### src/rtl/lift_pkg.sv
// Shared lift definitions: request codes, directions, FSM states.
// Imported by the lift controller FSM and the request queue.
package lift_pkg;

   localparam int CODE_BITS = 3;

   localparam logic [CODE_BITS-1:0] _NONE = 3'b000;
   localparam logic [CODE_BITS-1:0] _1U   = 3'b001;
   localparam logic [CODE_BITS-1:0] _2U   = 3'b010;
   localparam logic [CODE_BITS-1:0] _3U   = 3'b011;
   localparam logic [CODE_BITS-1:0] _4D   = 3'b100;
   localparam logic [CODE_BITS-1:0] _2D   = 3'b110;
   localparam logic [CODE_BITS-1:0] _3D   = 3'b111;

   typedef enum logic [1:0] {
      STAY = 2'b00,
      UP   = 2'b01,
      DOWN = 2'b10
   } dir_t;

   // Floor-resting states and floor-to-floor travel states.
   typedef enum logic [3:0] {
      S1, S2, S3, S4,
      S12, S21, S23, S32, S34, S43
   } state_t;

   function automatic logic is_valid_code(input logic [CODE_BITS-1:0] c);
      return (c != _NONE) && (c != 3'b101);
   endfunction

endpackage

### src/rtl/lift_req_fifo_mem.sv
// Request storage: one write port, one read port and a
// compare-all match vector qualified by per-entry valid bits.
module lift_req_fifo_mem #(
   parameter int DEPTH  = 8,
   parameter int CODE_W = 3,
   parameter int PW     = $clog2(DEPTH)
) (
   input  logic              clk,
   input  logic              we,
   input  logic [PW-1:0]     wa,
   input  logic [CODE_W-1:0] wd,
   input  logic [PW-1:0]     ra,
   output logic [CODE_W-1:0] rd,
   input  logic [CODE_W-1:0] cmp,
   input  logic [DEPTH-1:0]  vld,
   output logic [DEPTH-1:0]  match
);

   logic [CODE_W-1:0] mem [DEPTH];

   always_ff @(posedge clk) begin
      if (we) mem[wa] <= wd;
   end

   assign rd = mem[ra];

   for (genvar i = 0; i < DEPTH; i++) begin : g_cmp
      assign match[i] = vld[i] && (mem[i] == cmp);
   end

endmodule

### src/rtl/lift_req_queue.sv
// FIFO of lift call requests feeding the controller FSM; filters
// invalid and duplicate codes and pops once per done-high episode.
module lift_req_queue
   import lift_pkg::*;
#(
   parameter int DEPTH  = 8,
   parameter int CODE_W = 3
) (
   input  logic                     clk,
   input  logic                     rst,
   input  logic                     req_valid,
   input  logic [CODE_W-1:0]        req_code,
   input  logic                     done,
   output logic [CODE_W-1:0]        dout,
   output logic                     q_empty,
   output logic                     q_full,
   output logic [$clog2(DEPTH):0]   count,
   output logic                     req_drop,
   output logic                     req_dup
);

   localparam int PW = $clog2(DEPTH);
   localparam int CW = PW + 1;

   logic [PW-1:0]     wr_ptr;
   logic [PW-1:0]     rd_ptr;
   logic              pop_lock;
   logic [DEPTH-1:0]  ent_vld;
   logic [DEPTH-1:0]  match;
   logic [DEPTH-1:0]  head_oh;
   logic [CODE_W-1:0] rd_data;
   logic              code_ok;
   logic              dup;
   logic              pop;
   logic              push;

   // Entry i is live when its distance from the head is below count.
   for (genvar i = 0; i < DEPTH; i++) begin : g_vld
      logic [PW-1:0] off;
      assign off        = PW'(i) - rd_ptr;
      assign ent_vld[i] = {1'b0, off} < count;
   end

   lift_req_fifo_mem #(
      .DEPTH  (DEPTH),
      .CODE_W (CODE_W),
      .PW     (PW)
   ) u_mem (
      .clk   (clk),
      .we    (push),
      .wa    (wr_ptr),
      .wd    (req_code),
      .ra    (rd_ptr),
      .rd    (rd_data),
      .cmp   (req_code),
      .vld   (ent_vld),
      .match (match)
   );

   assign q_empty = (count == '0);
   assign q_full  = (count == CW'(DEPTH));
   assign dout    = q_empty ? '0 : rd_data;

   assign pop     = done && !q_empty && !pop_lock;
   assign head_oh = {{(DEPTH-1){1'b0}}, 1'b1} << rd_ptr;
   assign code_ok = is_valid_code(req_code);
   // The head leaving this cycle no longer counts as a duplicate.
   assign dup     = |(match & ~(pop ? head_oh : '0));
   assign push    = req_valid && code_ok && !dup && !q_full;

   always_ff @(posedge clk) begin
      if (rst) begin
         wr_ptr   <= '0;
         rd_ptr   <= '0;
         count    <= '0;
         pop_lock <= 1'b0;
         req_drop <= 1'b0;
         req_dup  <= 1'b0;
      end else begin
         if (push) wr_ptr <= wr_ptr + 1'b1;
         if (pop)  rd_ptr <= rd_ptr + 1'b1;
         count    <= count + CW'(push) - CW'(pop);
         pop_lock <= done && (pop_lock || pop);
         req_drop <= req_valid && (!code_ok || (!dup && q_full));
         req_dup  <= req_valid && code_ok && dup;
      end
   end

endmodule

### config.mk
export PLATFORM = sky130hd
export DESIGN_NAME = lift_req_queue
export DESIGN_NICKNAME = d
export VERILOG_FILES = /design/src/rtl/lift_pkg.sv /design/src/rtl/lift_req_fifo_mem.sv /design/src/rtl/lift_req_queue.sv
export SDC_FILE = /design/constraint.sdc
export NUM_CORES = 1
export LEC_CHECK = 0
export ABC_AREA = 0
export ABC_CLOCK_PERIOD_IN_PS = 4200
export BUFFER_PORTS_ARGS = -buffer_cell sky130_fd_sc_hd__buf_2
export CAP_MARGIN = 10
export CORE_ASPECT_RATIO = 0.5
export CORE_MARGIN = 3
export CORE_UTILIZATION = 30
export CTS_BUF_LIST = sky130_fd_sc_hd__clkbuf_4 sky130_fd_sc_hd__clkbuf_8
export CTS_CLUSTER_SIZE = 8
export DETAILED_ROUTE_END_ITERATION = 10
export PLACE_DENSITY = 0.52
export SETUP_SLACK_MARGIN = 0.5
export SLEW_MARGIN = 20
export SYNTH_ARGS = -nofsm -noshare
export SYNTH_HDL_FRONTEND = slang
export SYNTH_SLANG_ARGS = --single-unit
### constraint.sdc
create_clock -name clk -period 4.2 [get_ports clk]
set_input_delay 0.21 -clock clk [delete_from_list [all_inputs] [get_ports clk]]
set_output_delay 0.21 -clock clk [all_outputs]
set_load 0.01 [all_outputs]
==> results.sh <==
export IMPL_die_area_um2=9691
export IMPL_synth_edf_count=24
export IMPL_cts_clk_slew_worst_paths_ns=0.08
export IMPL_numCtsBuffers=5
export IMPL_worstMarginPinSlew_ns=0.7281
export IMPL_placed_cells=339
export IMPL_p_leak_nw=1.086
export IMPL_gp_congestion=0.8594
export IMPL_drtIter0Drc=141
export IMPL_dr_wl_met3_um=112
export IMPL_cp_required_ns=4.38
export IMPL_clk_latency_ns=0.30
export IMPL_clk_path_buf_depth=2
export IMPL_ant_nets=0
export IMPL_slew_viol_final=0
export IMPL_netlist_instances=219
export IMPL_track_usage_pct=12.33
export IMPL_setup_viol=0
export IMPL_grt_pass1_wl_mm=9.177
export IMPL_stdcell_count=348
export IMPL_timing_final_crit_period_ns=3.497
export IMPL_grt_pass1_vias=1726
export IMPL_postSynth_asyncResetShare_pct=0
export IMPL_synth_area_per_cell_um2=11.62
export IMPL_ys_types=44
export IMPL_grt_max_degree=18
export IMPL_place_hpwl_mm=4.328
export IMPL_ys_ff_latch=40
export IMPL_final_setup_skew_ns=0.01242
export IMPL_hold_violations=0
export IMPL_crit_fanout=8
export IMPL_placementRows=23
export IMPL_routed_top_layer="met4"
export IMPL_wl_met1_mm=2.826
export IMPL_fmax_mhz=286.0
export IMPL_cts_tree="done"
export IMPL_drcViolationCount=0
export IMPL_portBuffers=17
export IMPL_rsz0062_at_grt="no"
export IMPL_cts_max_level=2
export IMPL_syn_to_final_growth_pct=12.05
export IMPL_num_vias=1698
export IMPL_endpoint_kind="flop"
export IMPL_cp_arrival_ns=3.68
export IMPL_cap_violations=0
export IMPL_route_met2_wl_mm=2.551
export IMPL_dr_pass1_iters=4
export IMPL_fin_nets=271
export IMPL_drive_gt1_share_pct=17.80
export IMPL_antenna_cells=0
export IMPL_wl_per_cell_um=16.23
export IMPL_grt_antenna_before_repair=0
export IMPL_path_class="flop to flop"
export IMPL_peakVddDrop_mv=0.1774
export IMPL_fin_setup_tns_ns=0
export IMPL_status="finished clean"
export IMPL_relSlewSlack_pct=51.01
export IMPL_hp_class="primary input to flop"
export IMPL_yosysWarnings=0
export IMPL_synthesis_nets=255
export IMPL_grt_overflow=0
export IMPL_cts_sinks=40
export IMPL_yosys_most_used_dff="edfxtp_1"
export IMPL_pwr_density_cell_nw_per_um2=586.1
export IMPL_ys_seq_area_share_pct=40.90
export IMPL_die_width_um=136.3
export IMPL_wl_mm=5.648
export IMPL_dieHeight_um=71.13
export IMPL_startpoint_type="flop"
export IMPL_core_area_um2=8115
export IMPL_syn_area_um2=2545
export IMPL_vias_per_cell=4.879
export IMPL_fin_crit_sh_pct=83.25
export IMPL_start_util_pct=31.36
export IMPL_root_buffer="clkbuf_8"
export IMPL_pin_count=18
-- repair_timing --
item | in CTS | in global routing
buffers inserted | 0 | 1
gates resized for setup | 0 | 12
hold buffers | 0 | 0
setup endpoints to repair | 0 | 21
-- layout by cell type (no fill, tap or decap), types with 5 or more instances in the layout --
cell type  instances
inv_1             18
xnor2_1            5
clkbuf_8           5
mux4_2             6
xor2_1            25
mux2i_1            5
edfxtp_1          24
ha_1              28
buf_2             17
nor2_1            16
dfxtp_1           13
-- worst max-delay path, cell delays in order (launching register included) --
cell	delay (ns)
dfxtp_4	0.40
inv_1	0.07
ha_1	0.23
ha_1	0.32
inv_1	0.05
ha_1	0.18
a2111o_1	0.44
a221o_1	0.27
nand4_1	0.15
a211oi_4	0.07
nand4_2	0.12
ha_1	0.21
inv_1	0.06
ha_1	0.26
a21o_1	0.17
a21oi_1	0.18
xnor2_1	0.15
nor2_1	0.06
-- final timing paths --
kind / startpoint / to / slack [ns] / cells after the start
setup / recovery: rd_ptr[0] / count[3] / 0.70 / 17
hold / removal: done / pop_lock / 0.20 / 2
setup reg to reg: rd_ptr[0] / count[3] / 0.70 / 17
hold reg to reg: pop_lock / pop_lock / 0.51 / 2
-- stage by stage --
step	hold WS (ns)	cell area, µm²	utilization [%]	setup WS, ns	total power [mW]
floorplan	0.3089	2545	-	0.7844	1.137
global placement	0.4927	2709	33.38	0.6187	1.325
detailed placement	0.4976	2709	33.38	0.4798	1.330
CTS	0.1876	2820	34.75	0.5016	1.657
global route	0.1936	2851	35.14	0.4997	1.813
finish	0.1956	2851	35.14	0.7034	1.671
-- cell type report --
type	instances	area, µm²
Clock buffer	5	68.82
Clock inverter	3	42.54
Fill cell	810	5264
Inverter	19	75.07
Multi-Input combinational cell	150	1375
Sequential cell	40	1050
Tap cell	112	140.1
Timing Repair Buffer	19	100.1
-- metal layers --
metal	vias up	GRT usage, %
met5	-	0
met4	0	5.810
met3	16	2.273
met2	25	18.58
met1	825	17.18
li1	832	-
-- registers in the layout (all words and copies together) (netlist names), named ones only --
register	flops
u_mem.mem	24
count	4
rd_ptr	3
wr_ptr	3
pop_lock	1
req_drop	1
req_dup	1
-- cell families after synthesis --
logic type	Yosys count	share of synthesized area [%]
fa+ha+maj	29	14.55
mux	12	7.719
simple gates	49	11.36
buf+inv	29	5.506
compound gates	30	9.636
flops	40	40.90
xor+xnor	30	10.32
-- power breakdown --
part | internal, mW | switching [mW]
Clock | 0.176 | 0.140
Combinational | 0.349 | 0.431
Sequential | 0.481 | 0.0941
Total | 1.01 | 0.665
-- cell usage after synthesis (all sizes together) (5+ instances only) --
cell / n / area, µm²
nor2: 16 / 60.06
mux2i: 5 / 50.05
mux4: 6 / 135.1
xor2: 25 / 219.0
ha: 28 / 350.3
dfxtp: 16 / 320.3
xnor2: 5 / 43.79
buf: 7 / 57.55
edfxtp: 24 / 720.7
inv: 19 / 71.32
nand4: 5 / 37.53
a2111oi: 6 / 52.55
No activity file was read; power rests on OpenSTA's default activity.
